--- src/rtl/scsp_midi_tx.sv ---
// SCSP MIDI output transmitter: MOBUF byte FIFO drained by a 31.25 kbaud 8N1 serializer.
// Reports FIFO empty/full status, overflow and an empty interrupt to the register file.
module scsp_midi_tx #(
  parameter int CLK_DIV    = 722,
  parameter int FIFO_DEPTH = 4
) (
  input  logic       CLK,
  input  logic       RST,
  input  logic       CE,
  input  logic       WR,
  input  logic [7:0] DI,
  output logic       TXD,
  output logic       OE,
  output logic       OF,
  output logic       BUSY,
  output logic       OVR,
  output logic       EMPTY_IRQ
);

  localparam int PW = (FIFO_DEPTH > 1) ? $clog2(FIFO_DEPTH) : 1;
  localparam int CW = PW + 1;
  localparam logic [CW-1:0] FULL      = CW'(FIFO_DEPTH);
  localparam logic [11:0]   BAUD_LAST = 12'(CLK_DIV - 1);

  localparam logic [1:0] IDLE  = 2'd0;
  localparam logic [1:0] START = 2'd1;
  localparam logic [1:0] DATA  = 2'd2;
  localparam logic [1:0] STOP  = 2'd3;

  logic [7:0]    mem [FIFO_DEPTH];
  logic [PW-1:0] wptr;
  logic [PW-1:0] rptr;
  logic [CW-1:0] count;

  logic [1:0]  state;
  logic [7:0]  shift;
  logic [2:0]  bit_cnt;
  logic [11:0] baud;

  logic pop;
  logic push;
  logic drop;

  // A pop happens when the line is free: from IDLE, or at the very end of a stop bit
  // so that queued frames follow each other with no idle gap.
  assign pop  = CE && (count != '0) &&
                ((state == IDLE) || ((state == STOP) && (baud == BAUD_LAST)));
  assign push = WR && ((count != FULL) || pop);
  assign drop = WR && (count == FULL) && !pop;

  always_ff @(posedge CLK) begin
    if (push) mem[wptr] <= DI;
  end

  always_ff @(posedge CLK or posedge RST) begin
    if (RST) begin
      wptr  <= '0;
      rptr  <= '0;
      count <= '0;
    end else begin
      if (push) wptr <= wptr + PW'(1);
      if (pop)  rptr <= rptr + PW'(1);
      if (push && !pop)      count <= count + CW'(1);
      else if (pop && !push) count <= count - CW'(1);
    end
  end

  always_ff @(posedge CLK or posedge RST) begin
    if (RST) begin
      state   <= IDLE;
      shift   <= '0;
      bit_cnt <= '0;
      baud    <= '0;
    end else if (state == IDLE) begin
      if (pop) begin
        shift <= mem[rptr];
        baud  <= '0;
        state <= START;
      end
    end else if (CE) begin
      if (baud != BAUD_LAST) begin
        baud <= baud + 12'd1;
      end else begin
        baud <= '0;
        case (state)
          START: begin
            bit_cnt <= '0;
            state   <= DATA;
          end
          DATA: begin
            shift <= {1'b0, shift[7:1]};
            if (bit_cnt == 3'd7) state <= STOP;
            else                 bit_cnt <= bit_cnt + 3'd1;
          end
          default: begin
            if (pop) begin
              shift <= mem[rptr];
              state <= START;
            end else begin
              state <= IDLE;
            end
          end
        endcase
      end
    end
  end

  // Status and line outputs trail the state they describe by one clock.
  always_ff @(posedge CLK or posedge RST) begin
    if (RST) begin
      TXD       <= 1'b1;
      OE        <= 1'b1;
      OF        <= 1'b0;
      OVR       <= 1'b0;
      EMPTY_IRQ <= 1'b0;
    end else begin
      TXD       <= (state == START) ? 1'b0 : (state == DATA) ? shift[0] : 1'b1;
      OE        <= (count == '0);
      OF        <= (count == FULL);
      OVR       <= drop;
      EMPTY_IRQ <= (count == '0) && !OE;
    end
  end

  assign BUSY = (state != IDLE);

endmodule
--- config.mk ---
export PLATFORM = sky130hd
export DESIGN_NAME = scsp_midi_tx
export DESIGN_NICKNAME = d
export VERILOG_FILES = /design/src/rtl/scsp_midi_tx.sv
export SDC_FILE = /design/constraint.sdc
export NUM_CORES = 1
export LEC_CHECK = 0
export CORE_MARGIN = 2
export CORE_UTILIZATION = 53
export CTS_CLUSTER_DIAMETER = 30
export CTS_CLUSTER_SIZE = 12
export DETAILED_ROUTE_END_ITERATION = 12
export PLACE_DENSITY = 0.69
export SYNTH_ARGS = -nofsm -noshare
export SYNTH_HDL_FRONTEND = slang
export SYNTH_SLANG_ARGS = --single-unit
--- constraint.sdc ---
create_clock -name CLK -period 3.5 [get_ports CLK]
set_input_delay 0.525 -clock CLK [delete_from_list [all_inputs] [get_ports CLK]]
set_output_delay 0.525 -clock CLK [all_outputs]
set_load 0.01 [all_outputs]
==> After elaboration in Yosys (flattened, before gate mapping) <==
Memories as Yosys holds them, arrays and structs flattened.
Cells that the tools add are included.
{ "classes": {"div_mod_pow": 0, "mux": 24, "shifts": 0, "magnitude_cmp": 0, "reduce_logical": 25, "mul": 0, "bitwise_logic": 2, "eq_ne": 13, "addsub": 6} }
{ "op_table": {"columns": ["operator", "n"], "rows": [
  ["two-way mux 12 bit", 4],
  ["two-way mux 8 bit", 4],
  ["one-hot mux 8 bit (2 select lines)", 1],
  ["adder 12 x 1 -> 12 bit (second input constant)", 1],
  ["== test 12 x 10 -> 1 bit (second input constant)", 1],
  ["!= test 12 x 10 -> 1 bit (second input constant)", 1],
  ["two-way mux 2 bit", 5],
  ["logical AND 1 bit", 9],
  ["two-way mux 3 bit", 3],
  ["!= test 2 bit (second input constant)", 4],
  ["nonzero test 2 bit", 4],
  ["adder 3 x 1 -> 3 bit (second input constant)", 2],
  ["== test 3 bit (second input constant)", 2],
  ["!= test 3 bit (second input constant)", 2],
  ["one-hot mux 3 bit (2 select lines)", 1],
  ["two-way mux 1 bit", 5],
  ["AND reduction 5 bit", 1],
  ["adder 2 x 1 -> 2 bit (second input constant)", 2],
  ["== test 2 bit (second input constant)", 2],
  ["one-hot mux 2 bit (2 select lines)", 1],
  ["AND reduction 4 bit", 1],
  ["zero test 1 bit", 3],
  ["zero test 3 bit", 1],
  ["AND reduction 3 bit", 1],
  ["other kinds (7)", 9]
]} }
{ "word_totals": {"mem_count": 1, "latchBits": 0, "romBits": 0, "reg_bits": 37, "inputBits": 12, "out_inout_bits": 6, "ram_bits": 32, "wordCells": 83} }
{ "mem_list": {"columns": ["memory", "words", "word_bits", "read_ports", "rd_clocked_by_memory_dff", "wr", "line_no", "source"], "rows": [
  ["mem", 4, 8, 1, 0, 1, "30", "logic [7:0] mem [FIFO_DEPTH];"]
]} }

==> Depth between registers and ports, before layout <==
Gate-level depths: netlist (run 1).
{ "depth": {"ltp_word": 10, "depth_mapped": 12, "ltp_nobuf": 12} }

==> Least setup slack after synthesis (run 1) <==
OpenSTA, ideal clock, no wires.
{ "synth_path": {"path_type": "flip-flop to flip-flop", "from": "register baud[2]", "to": "register count[2]", "setup_ns": 0.079, "required_ns": 3.421, "arrival_ns": 2.755, "synth_period_minus_slack_ns": 2.835, "stages_incl_launch_ff": 11, "setup_slack_ns": 0.665, "n_path_buf": 0, "cell_sequence": "dfrtp_1 -> or4bb_1 -> or4_4 -> a21oi_4 -> o21a_4 -> ha_1 -> inv_1 -> fa_1 -> xor2_1 -> nor2_1 -> xor2_1"} }
{ "synth_between": {"elab_chain_len": 9, "word_cells_on_any_way": 12, "cone_classes": "eq/ne: 1; mux: 1; reduce/logical: 10"} }
{ "synth_lines": {"columns": ["item", "line_no", "source"], "rows": [
  ["start, declared", "38", "logic [11:0] baud;"],
  ["start signal, assigned", "82", "baud <= baud + 12'd1;"],
  ["== test 12 x 10 -> 1 bit *", "47", "((state == IDLE) || ((state == STOP) && (baud == BAUD_LAST)));"],
  ["logical AND 1 bit *", "47", null],
  ["logical OR 1 bit *", "47", null],
  ["logical AND 1 bit *", "46", "assign pop = CE && (count != '0) &&"],
  ["logical OR 1 bit *", "48", "assign push = WR && ((count != FULL) || pop);"],
  ["logical AND 1 bit *", "48", null],
  ["via push", "41", "logic push;"],
  ["zero test 1 bit", "64", "else if (pop && !push) count <= count - CW'(1);"],
  ["logical AND 1 bit", "64", null],
  ["nonzero test 2 bit (no source line)", null, null],
  ["end signal, assigned", "63", "if (push && !pop) count <= count + CW'(1);"],
  ["end signal, assigned", "64", null],
  ["end, declared", "33", "logic [CW-1:0] count;"]
]} }
Mark *: on every way through the listed nets, which the timed path passes. The rest lies on a longest branch.
A chain may end at the register's enable or synchronous reset.

==> Worst setup path in the final report (run 1) <==
Same ends and word-level chain as after synthesis.

==> metrics.log, run 1 <==
INFO  metric status = completed
INFO  metric layout.cells.most_common = dfrtp_1
INFO  metric drc_violation_count_after_routing = 0
INFO  metric maxCapViolations = 0
INFO  metric grt.busiest_layer = met1
INFO  metric gr-usage-all-layers = a little under a fifth
INFO  metric globalRouteMet2Util = about a quarter
INFO  metric p_int = 1.84 mW
INFO  metric path_category_of_the_worst_min_delay_check = reg -> reg
INFO  metric clk_pin_slew = 0.08 ns
INFO  metric area_delta_synth_final = 14.4%
INFO  metric postCtsResizedCells = 0
INFO  metric post_synth_instance_area = 3160 um^2
INFO  metric die_area = about 6600 um^2
INFO  metric maxSlewHeadroom = 54.5%
INFO  metric regArea = roughly 1900 um^2
INFO  metric grt_pass1_vias = 1808
INFO  metric vias = 1818
INFO  metric detail_route.iter0.violations = 134
INFO  metric ys_ff_latch = 69
INFO  metric clockPowerShare = 23.1%
INFO  metric synth_edf_count = 32
INFO  metric grtUsageMet1 = about 29%
INFO  metric final_cell_mix = dfrtp_1, edfxtp_1, inv_1
INFO  metric die_h = 81.2 um
INFO  metric remaining_antenna_violation_count = 0
INFO  metric clk_path_buf_depth = 2
INFO  metric groute.layer.met3.usage = 4.11%
INFO  metric pwr-share-seq = ~45%
INFO  metric critical_path.startpoint_type = flip-flop
INFO  metric post_route_cells_drive_above_1_share = between 10% and 20%
INFO  metric power.share.switching = between 30% and 40%
INFO  metric min_path_cells = 2
INFO  metric synth.distinct_cells = 48
INFO  metric timing.fmax = 0.334 GHz
INFO  metric layout_worst_path_cycle_share = 85.5%
INFO  metric initial_utilization = 54.0%
INFO  metric totalNegativeSetupSlack = 0 ns
INFO  metric crit_path_max_fanout = 7
INFO  metric drt-total-wl = 5.39 mm
INFO  metric post-cts-setup-buffers = 0
INFO  metric worst_skew_pair.late_latency = 0.34 ns
INFO  metric async_flop_share = 53.6%
INFO  metric finalHoldViolCount = 0
INFO  metric clk_root_buffer_cell = clkbuf_8
INFO  metric irDropWorstVdd = around 0.46 mV
INFO  metric utilization = about three fifths
INFO  metric htreeDepth = 3
INFO  metric synth_fp_nets = between 200 and 300
INFO  metric detailedPlacementHpwl = ~3.7 mm
INFO  metric netlist_instances = 226
INFO  metric worstRegToRegCells = 10
INFO  metric detail_route.wl_per_cell = 16.2 um
INFO  metric syn-mean-instance-area = approximately 14 um^2
INFO  metric worst-endpoint-arrival = 3.25 ns
INFO  metric grt_overflow = 0
INFO  metric layout.nets = around 280
INFO  metric floorplan_core_area = 5850 um^2
INFO  metric cts_sinks = 69
INFO  metric kind_of_critical_path = reg -> reg
INFO  metric diodes = 0
INFO  metric grt_first_pass_wirelength = 9.08 mm
INFO  metric layout_min_cycle_time = 2.99 ns
INFO  metric io_pins = 18
INFO  metric final.setup_skew = about 0.0097 ns
INFO  metric maxSlewViolCount = 0
INFO  metric required = 3.75 ns
INFO  metric fin_total_pwr = 2.79 mW
INFO  metric p_per_area = 771 nW/um^2
INFO  metric cts_inserted_buffers = 9
INFO  metric synth_ff_type = dfrtp_1
INFO  metric place_congestion = 0.769
INFO  metric synth.yosys.seq_area_share = ~60%
INFO  metric synthesis.yosys.warnings = 0
INFO  metric grt_setup_unrepaired = false
INFO  metric fillers = 457
INFO  metric detailedRoute.firstPassIterationCount = 5
INFO  metric drt-vias-per-instance = ~5.5
INFO  metric worst_pin_slew = 0.681 ns
INFO  metric rows = 28
INFO  metric final-setup-viol-count = 0
INFO  metric worst_setup_path_end_kind = flip-flop
INFO  metric io_buffers = 17
INFO  metric comb_power_share = 31.6%
INFO  metric cts_tree = yes
INFO  metric number_of_antenna_violations_at_the_first_check_in_global_routing = 0
INFO  metric power.net_switching = approximately 0.94 mW
INFO  metric multiInputGateArea = 1160 um^2
INFO  metric grt_max_degree = 22
INFO  metric total_leakage_power = 1.44 nW
INFO  metric hold_buffers = 0
INFO  metric die_width = 81.2 um
[metrics by stage]
step                std cells  setup slack, ns  instance area, um^2  hold WS (ns)
global route              332            0.340                 3620         0.525
finish                    332            0.507                 3620         0.496
detailed placement        316            0.524                 3420         0.481
CTS                       332            0.499                 3620         0.499
floorplan                 226            0.665                 3160         0.455
global placement          316            0.571                 3420         0.477
[final timing paths]
path | from | to | slack, ns
min reg2reg | shift[0] | TXD | 0.50
max reg2reg | baud[2] | count[2] | 0.51
min | shift[0] | TXD | 0.50
max in group asynchronous | RST | OE | 2.17
max | baud[2] | count[2] | 0.51
min in group asynchronous | RST | shift[6] | 0.56
[state kept, by name, indices dropped and copies added, names as in the netlist]
signal and cells:
shift 8, OE 1, baud 12, count 3, EMPTY_IRQ 1, bit_cnt 3
rptr 2, state 2, mem 32, OVR 1, OF 1, TXD 1
wptr 2
[cells by family (layout without fill, tap and decap cells)]
group / Yosys count / count (layout) / share of synthesized area [%]
AND/OR/NAND/NOR: 55 / 55 / 10.1
flip-flops: 69 / 69 / 59.8
AO/OA/AOI/OAI: 34 / 34 / 9.54
XOR/XNOR: 15 / 15 / 4.16
adder cells (fa/ha/maj): 14 / 14 / 5.78
buffers and inverters: 27 / 58 / 3.52
multiplexers: 12 / 12 / 7.12
[power groups by stage]
stage | clock [mW] | sequential (mW) | combinational, mW
after floorplan | 0 | 1.20 | 0.682
after global placement | 0 | 1.27 | 0.865
after detailed placement | 0 | 1.28 | 0.882
after CTS | 0.658 | 1.27 | 0.892
after global routing | 0.694 | 1.30 | 0.981
final | 0.644 | 1.26 | 0.881
[cells in the mapped netlist, types with 2 or more instances]
cell type / number / area share (%)
o21ai_0: 7 / 1.1
a21oi_2: 2 / 0.55
or4_1: 2 / 0.47
nand3_1: 8 / 1.3
clkbuf_1: 2 / 0.24
mux2_2: 3 / 1.1
nand4_1: 2 / 0.40
nor3_1: 2 / 0.32
nor2_1: 13 / 1.5
and3_1: 3 / 0.59
dfstp_2: 2 / 1.7
dfrtp_1: 35 / 28
xnor2_1: 9 / 2.5
ha_1: 13 / 5.1
buf_2: 2 / 0.32
a22o_1: 13 / 3.6
mux4_2: 8 / 5.7
and2_1: 4 / 0.79
edfxtp_1: 32 / 30
nand2_1: 9 / 1.1
xor2_1: 6 / 1.7
a21oi_4: 2 / 1.0
a21oi_1: 2 / 0.32
inv_1: 21 / 2.5
[layout make-up]
class	count	share of cell area, %
inverter	22	2.28
sequential	69	52.2
clock buffer	9	3.42
tap	75	2.59
multi-input combinational	130	32.1
timing repair buffer	20	5.33
clock inverter	7	2.07
[critical path: stages (launching register included)]
cell	delay [ns]
dfrtp_1	0.43
or4bb_1	0.51
or4_4	0.47
a21oi_4	0.26
o21a_4	0.21
ha_1	0.19
inv_1	0.06
fa_1	0.37
xor2_1	0.15
nor2_1	0.11
xor2_1	0.15
[metal layers]
metal | wire length (um) | up-vias
li1 | - | 874
met1 | 2760 | 907
met2 | 2380 | 29
met3 | 183 | 8
met4 | 68 | 0
met5 | 0 | -
Power figures use the tool's default switching activity.
==> run 2, diff against run 1 <==
--- a/config.mk
+++ b/config.mk
@@ -5,12 +5,13 @@
 export SDC_FILE = /design/constraint.sdc
 export NUM_CORES = 1
 export LEC_CHECK = 0
-export CORE_MARGIN = 2
+export CORE_MARGIN = 5
 export CORE_UTILIZATION = 53
 export CTS_CLUSTER_DIAMETER = 30
 export CTS_CLUSTER_SIZE = 12
 export DETAILED_ROUTE_END_ITERATION = 12
 export PLACE_DENSITY = 0.69
+export SLEW_MARGIN = 15
 export SYNTH_ARGS = -nofsm -noshare
 export SYNTH_HDL_FRONTEND = slang
 export SYNTH_SLANG_ARGS = --single-unit
==> metrics.log, run 2 (synthesized netlist as in run 1, its figures left out) <==
INFO  metric grt_overflow = 0 (unchanged)
INFO  metric die_width = 87.2 um (was 81.2 um)
INFO  metric kind_of_critical_path = reg -> reg (unchanged)
INFO  metric clk_root_buffer_cell = clkbuf_8 (unchanged)
INFO  metric area_delta_synth_final = 14.9% (was 14.4%)
INFO  metric clk_path_buf_depth = 2 (unchanged)
INFO  metric irDropWorstVdd = 0.413 mV (was 0.461 mV)
INFO  metric critical_path.startpoint_type = flip-flop (unchanged)
INFO  metric regArea = 1890 um^2 (unchanged)
INFO  metric timing.reg2reg.setup_slack = 0.54 ns (was 0.51 ns)
INFO  metric reg_top3 = mem (32), baud (12), shift (8) (unchanged)
INFO  metric fillers = 427 (was 457)
INFO  metric max_reg_flops = 32 (unchanged)
INFO  metric detailedRoute.firstPassIterationCount = 4 (was 5)
INFO  metric die_area = 7610 um^2 (was 6600 um^2)
INFO  metric vias = 1787 (was 1818)
INFO  metric remaining_antenna_violation_count = 0 (unchanged)
INFO  metric initial_utilization = 54.0% (unchanged)
INFO  metric rows = 28 (unchanged)
INFO  metric diodes = 0 (unchanged)
INFO  metric die_h = 87.2 um (was 81.2 um)
INFO  metric post-cts-setup-buffers = 0 (unchanged)
INFO  metric final.setup_skew = 0.00891 ns (was 0.00967 ns)
INFO  metric dpl_cell_area = 3420 um^2 (unchanged)
INFO  metric route.met2.wl = 2.32 mm (was 2.38 mm)
INFO  metric drt-vias-per-instance = 5.38 (was 5.48)
INFO  metric critical_path_depth = 10 (unchanged)
INFO  metric total_leakage_power = 1.44 nW (about the same)
INFO  metric drt-met1-wl = 2.58 mm (was 2.76 mm)
INFO  metric reg2reg_to = count[2] (unchanged)
INFO  metric final-setup-viol-count = 0 (unchanged)
INFO  metric finalHoldViolCount = 0 (unchanged)
INFO  metric worstRegToRegCells = 10 (unchanged)
INFO  metric final_area = 3630 um^2 (was 3620 um^2)
INFO  metric detail_route.iter0.violations = 117 (was 134)
INFO  metric grt_first_pass_wirelength = 9.24 mm (was 9.08 mm)
INFO  metric crit_top_cell = xor2_1 (unchanged)
INFO  metric layout_min_cycle_time = 2.96 ns (was 2.99 ns)
INFO  metric grt_setup_unrepaired = false (unchanged)
INFO  metric fin_total_pwr = 2.83 mW (was 2.79 mW)
INFO  metric floorplan_core_area = 5850 um^2 (unchanged)
INFO  metric crit_buf_inv = 1 (unchanged)
INFO  metric largest_register = mem (unchanged)
INFO  metric totalNegativeSetupSlack = 0 ns (unchanged)
INFO  metric worst_pin_slew = 0.621 ns (was 0.681 ns)
INFO  metric io_buffers = 17 (unchanged)
INFO  metric postCtsResizedCells = 0 (unchanged)
INFO  metric cts_sinks = 69 (unchanged)
INFO  metric layout_worst_path_cycle_share = 84.7% (was 85.5%)
INFO  metric place_congestion = 0.781 (was 0.769)
INFO  metric layout.nets = 278 (unchanged)
INFO  metric post_route_cells_drive_above_1_share = 16.0% (was 16.7%)
INFO  metric critical_path.cell_chain = or4bb_1 > or4_4 > a21oi_4 > o21a_4 > ha_1 > inv_1 > fa_1 > xor2_1 > nor2_1 > xor2_1 (unchanged)
INFO  metric gr-usage-all-layers = 16.3% (was 18.7%)
INFO  metric worst_skew_pair.late_latency = 0.34 ns (about the same)
INFO  metric worst_path_dominant_cell_family = simple AND/OR/NAND/NOR gates (unchanged)
INFO  metric grt_max_degree = 38 (was 22)
INFO  metric cts_tree = yes (unchanged)
INFO  metric required = 3.77 ns (was 3.75 ns)
INFO  metric multiInputGateArea = 1160 um^2 (unchanged)
INFO  metric number_of_antenna_violations_at_the_first_check_in_global_routing = 0 (unchanged)
INFO  metric route.met3.wl = 225 um (was 183 um)
INFO  metric slowest_delay = 0.50 ns (was 0.51 ns)
INFO  metric detail_route.wl_per_cell = 15.8 um (was 16.2 um)
INFO  metric maxSlewViolCount = 0 (unchanged)
INFO  metric critPathSlowestCell = or4bb_1 (unchanged)
INFO  metric worst_setup_path_end_kind = flip-flop (unchanged)
INFO  metric maxSlewHeadroom = 58.5% (was 54.5%)
INFO  metric p_per_area = 778 nW/um^2 (was 771 nW/um^2)
INFO  metric drc_violation_count_after_routing = 0 (unchanged)
INFO  metric cts_inserted_buffers = 9 (unchanged)
INFO  metric final_cell_mix = dfrtp_1, edfxtp_1, inv_1 (unchanged)
INFO  metric clk_pin_slew = 0.08 ns (about the same)
INFO  metric hold_buffers = 0 (unchanged)
INFO  metric detailedPlacementHpwl = 3.62 mm (was 3.70 mm)
INFO  metric topRoutingLayerUsed = met4 (unchanged)
INFO  metric status = completed (unchanged)
INFO  metric htreeDepth = 3 (unchanged)
INFO  metric critPathLaunch = baud[2] (unchanged)
INFO  metric layout.cells.most_common = dfrtp_1 (unchanged)
INFO  metric io_pins = 18 (unchanged)
INFO  metric crit_path_max_fanout = 7 (unchanged)
INFO  metric grt_pass1_vias = 1887 (was 1808)
INFO  metric timing.fmax = 0.337 GHz (was 0.334 GHz)
INFO  metric crit_path_end = count[2] (unchanged)
INFO  metric maxCapViolations = 0 (unchanged)
INFO  metric worst-endpoint-arrival = 3.23 ns (was 3.25 ns)
INFO  metric path_category_of_the_worst_min_delay_check = reg -> reg (unchanged)
INFO  metric drt-total-wl = 5.24 mm (was 5.39 mm)
INFO  metric regToRegStartpoint = baud[2] (unchanged)
==> run 2: worst min-delay path by stage <==
stage                     startpoint        to  cells past startpoint
after global routing        shift[0]       TXD                      2
after floorplan             shift[0]       TXD                      2
after detailed placement    shift[0]       TXD                      2
after CTS                   shift[0]       TXD                      2
final                       shift[0]       TXD                      2
after global placement      shift[7]  shift[7]                      1
==> run 2: final cells by class <==
| type | count | share of cell area, % |
|---|---|---|
| Clock buffer | 11 | 3.62 |
| Clock inverter | 5 | 2.27 |
| Inverter | 22 | 2.27 |
| Multi-Input combinational cell | 130 | 32.0 |
| Sequential cell | 69 | 52.0 |
| Tap cell | 75 | 2.58 |
| Timing Repair Buffer | 20 | 5.30 |
==> run 2: through the flow <==
stage	hold WS (ns)	setup slack [ns]	util, %	cells
2_1_floorplan	0.455	0.665	-	226
3_3_place_gp	0.475	0.573	58.4	316
3_5_place_dp	0.484	0.524	58.4	316
4_1_cts	0.485	0.512	62.1	332
5_1_grt	0.515	0.402	62.1	332
6_report	0.480	0.536	62.1	332
==> run 2: worst min-delay path: stages (launching register included) <==
cell and delay, ns:
dfrtp_1 0.36, inv_1 0.07, a21oi_1 0.06
==> run 2: power breakdown <==
group          switching [mW]  leakage, nW  internal, mW
sequential              0.183        0.761          1.08
combinational           0.430        0.571         0.434
clock                   0.298        0.108         0.404
==> run 2: routing by layer <==
metal	vias to the layer above	GRT usage (%)
met5	-	0
met4	0	7.95
met3	10	4.64
met2	33	22.8
met1	873	23.5
li1	871	-
==> run 3, diff against run 2 <==
==> constraint.sdc (replaced) <==
create_clock -name CLK -period 2.92 [get_ports CLK]
set_input_delay 0.438 -clock CLK [delete_from_list [all_inputs] [get_ports CLK]]
set_output_delay 0.438 -clock CLK [all_outputs]
set_load 0.01 [all_outputs]
==> metrics.log, run 3 (synthesized netlist as in run 1, its figures left out) <==
INFO  metric crit_top_cell = xor2_1 (unchanged)
INFO  metric detailedPlace.worstSlack = 0.103 ns (was 0.524 ns)
INFO  metric detailedPlacementHpwl = 3.65 mm (was 3.62 mm)
INFO  metric crit_buf_inv = 1 (unchanged)
INFO  metric layout.cells.most_common = dfrtp_1 (unchanged)
INFO  metric required = 3.19 ns (was 3.77 ns)
INFO  metric area_delta_synth_final = 16.0% (was 14.9%)
INFO  metric fillers = 455 (was 427)
INFO  metric worst_path_dominant_cell_family = simple AND/OR/NAND/NOR gates (unchanged)
INFO  metric finalHoldViolCount = 0 (unchanged)
INFO  metric final-setup-viol-count = 0 (unchanged)
INFO  metric cts_sinks = 69 (unchanged)
INFO  metric timing.hold.ws = 0.496 ns (was 0.480 ns)
INFO  metric largest_register = mem (unchanged)
INFO  metric kind_of_critical_path = reg -> reg (unchanged)
INFO  metric drt-total-wl = 5.39 mm (was 5.24 mm)
INFO  metric diodes = 0 (unchanged)
INFO  metric vias = 1836 (was 1787)
INFO  metric maxCapViolations = 0 (unchanged)
INFO  metric critical_path.cell_chain = or4bb_1 > or4_4 > a21oi_4 > o21a_4 > ha_4 > inv_1 > fa_2 > xor2_1 > nor2_1 > xor2_1 (was or4bb_1 > or4_4 > a21oi_4 > o21a_4 > ha_1 > inv_1 > fa_1 > xor2_1 > nor2_1 > xor2_1)
INFO  metric layout_min_cycle_time = 2.79 ns (was 2.96 ns)
INFO  metric cts_inserted_buffers = 9 (unchanged)
INFO  metric critical_path.startpoint_type = flip-flop (unchanged)
INFO  metric irDropWorstVdd = 0.623 mV (was 0.413 mV)
INFO  metric htreeDepth = 3 (unchanged)
INFO  metric crit_path_max_fanout = 5 (was 7)
INFO  metric maxSlewHeadroom = 52.3% (was 58.5%)
INFO  metric pnr_worst_setup_slack = 0.129 ns (was 0.536 ns)
INFO  metric layout_worst_path_cycle_share = 95.6% (was 84.7%)
INFO  metric final_cell_mix = dfrtp_1, edfxtp_1, inv_1 (unchanged)
INFO  metric gr-usage-all-layers = 16.7% (was 16.3%)
INFO  metric worst-endpoint-arrival = 3.06 ns (was 3.23 ns)
INFO  metric die_area = 7610 um^2 (unchanged)
INFO  metric fin_total_pwr = 3.29 mW (was 2.83 mW)
INFO  metric die_width = 87.2 um (unchanged)
INFO  metric worst_skew_pair.late_latency = 0.34 ns (about the same)
INFO  metric timing.fmax = 0.358 GHz (was 0.337 GHz)
INFO  metric post_route_cells_drive_above_1_share = 19.2% (was 16.0%)
INFO  metric max_reg_flops = 32 (unchanged)
INFO  metric maxSlewViolCount = 0 (unchanged)
INFO  metric grt_pass1_vias = 1956 (was 1887)
INFO  metric reg_top3 = mem (32), baud (12), shift (8) (unchanged)
INFO  metric clk_pin_slew = 0.08 ns (about the same)
INFO  metric rows = 28 (unchanged)
INFO  metric grt_max_degree = 38 (unchanged)
INFO  metric final.setup_skew = 0.00746 ns (was 0.00891 ns)
INFO  metric multiInputGateArea = 1180 um^2 (was 1160 um^2)
INFO  metric die_h = 87.2 um (unchanged)
INFO  metric drt-vias-per-instance = 5.38 (about the same)
INFO  metric slowest_delay = 0.54 ns (was 0.50 ns)
INFO  metric grt_setup_unrepaired = false (unchanged)
INFO  metric detail_route.wl_per_cell = 15.8 um (about the same)
INFO  metric drc_violation_count_after_routing = 0 (unchanged)
INFO  metric p_per_area = 895 nW/um^2 (was 778 nW/um^2)
INFO  metric cts_tree = yes (unchanged)
INFO  metric clk_path_buf_depth = 2 (unchanged)
INFO  metric place_congestion = 0.763 (was 0.781)
INFO  metric detailedRoute.firstPassIterationCount = 5 (was 4)
INFO  metric io_pins = 18 (unchanged)
INFO  metric number_of_antenna_violations_at_the_first_check_in_global_routing = 0 (unchanged)
INFO  metric utilization = 62.7% (was 62.1%)
INFO  metric critPathSlowestCell = or4_4 (was or4bb_1)
INFO  metric totalNegativeSetupSlack = 0 ns (unchanged)
INFO  metric grt_first_pass_wirelength = 9.47 mm (was 9.24 mm)
INFO  metric regArea = 1890 um^2 (unchanged)
INFO  metric remaining_antenna_violation_count = 0 (unchanged)
INFO  metric grt_overflow = 0 (unchanged)
INFO  metric path_category_of_the_worst_min_delay_check = in -> async (was reg -> reg)
INFO  metric worst_pin_slew = 0.714 ns (was 0.621 ns)
INFO  metric status = completed (unchanged)
INFO  metric io_buffers = 17 (unchanged)
INFO  metric total_leakage_power = 1.46 nW (was 1.44 nW)
INFO  metric layout.nets = 287 (was 278)
INFO  metric detail_route.iter0.violations = 100 (was 117)
INFO  metric clk_root_buffer_cell = clkbuf_8 (unchanged)
INFO  metric worst_setup_path_end_kind = flip-flop (unchanged)
INFO  metric floorplan_core_area = 5850 um^2 (unchanged)
INFO  metric initial_utilization = 54.0% (unchanged)
## run 3: changes by cell type in the layout (fill, tap and decap cells not counted)
cell	delta
buf_4	+9
clkinv_1	+3
bufinv_16	-2
clkbuf_1	-2
clkinv_4	+2
fa_1	-1
fa_2	+1
ha_1	-1
ha_4	+1
inv_6	-1
## run 3: metrics by stage
stage | cell area [um^2] | cells
global placement | 3460 | 321
CTS | 3620 | 337
finish | 3670 | 341
detailed placement | 3460 | 321
floorplan | 3160 | 226
global route | 3670 | 341
## run 3: tightest hold or removal path, delay by kind of cell
kind	cells	cell delay [ns]
buf+inv	3	0.85
## run 3: per-layer routing
metal / up-vias / track usage (%) / wire [um]
li1: 886 / - / -
met1: 900 / 23.0 / 2610
met2: 43 / 24.5 / 2440
met3: 7 / 5.11 / 266
met4: 0 / 7.53 / 73
met5: - / 0 / 0
## run 3: what timing repair did
item | in CTS | in global routing
gates resized for setup | 0 | 3
hold buffers | 0 | 0
endpoints found under the setup margin | 0 | 1
buffers inserted | 0 | 4
## run 3: report_power, final
part	switching [mW]	leakage (nW)	total [mW]	internal [mW]
Combinational	0.557	0.617	1.13	0.576
Clock	0.360	0.0857	0.662	0.302
Sequential	0.199	0.761	1.49	1.29
Total	1.12	1.46	3.29	2.17
## run 3: worst paths after layout
path                       slack [ns]     start       end  cells after the start
max                              0.13   baud[6]  count[2]                     10
min                              0.50       RST        OF                      3
max reg2reg                      0.13   baud[6]  count[2]                     10
max in group asynchronous        2.07       RST       TXD                      3
min in group CLK                 0.50  shift[0]       TXD                      2
min reg2reg                      0.50  shift[0]       TXD                      2
## run 3: final cells by class
cell class	instances	share of cell area [%]
sequential	69	51.5
multi-input combinational	130	32.1
timing repair buffer	29	7.09
clock buffer	9	3.38
tap	75	2.56
inverter	22	2.25
clock inverter	7	1.16
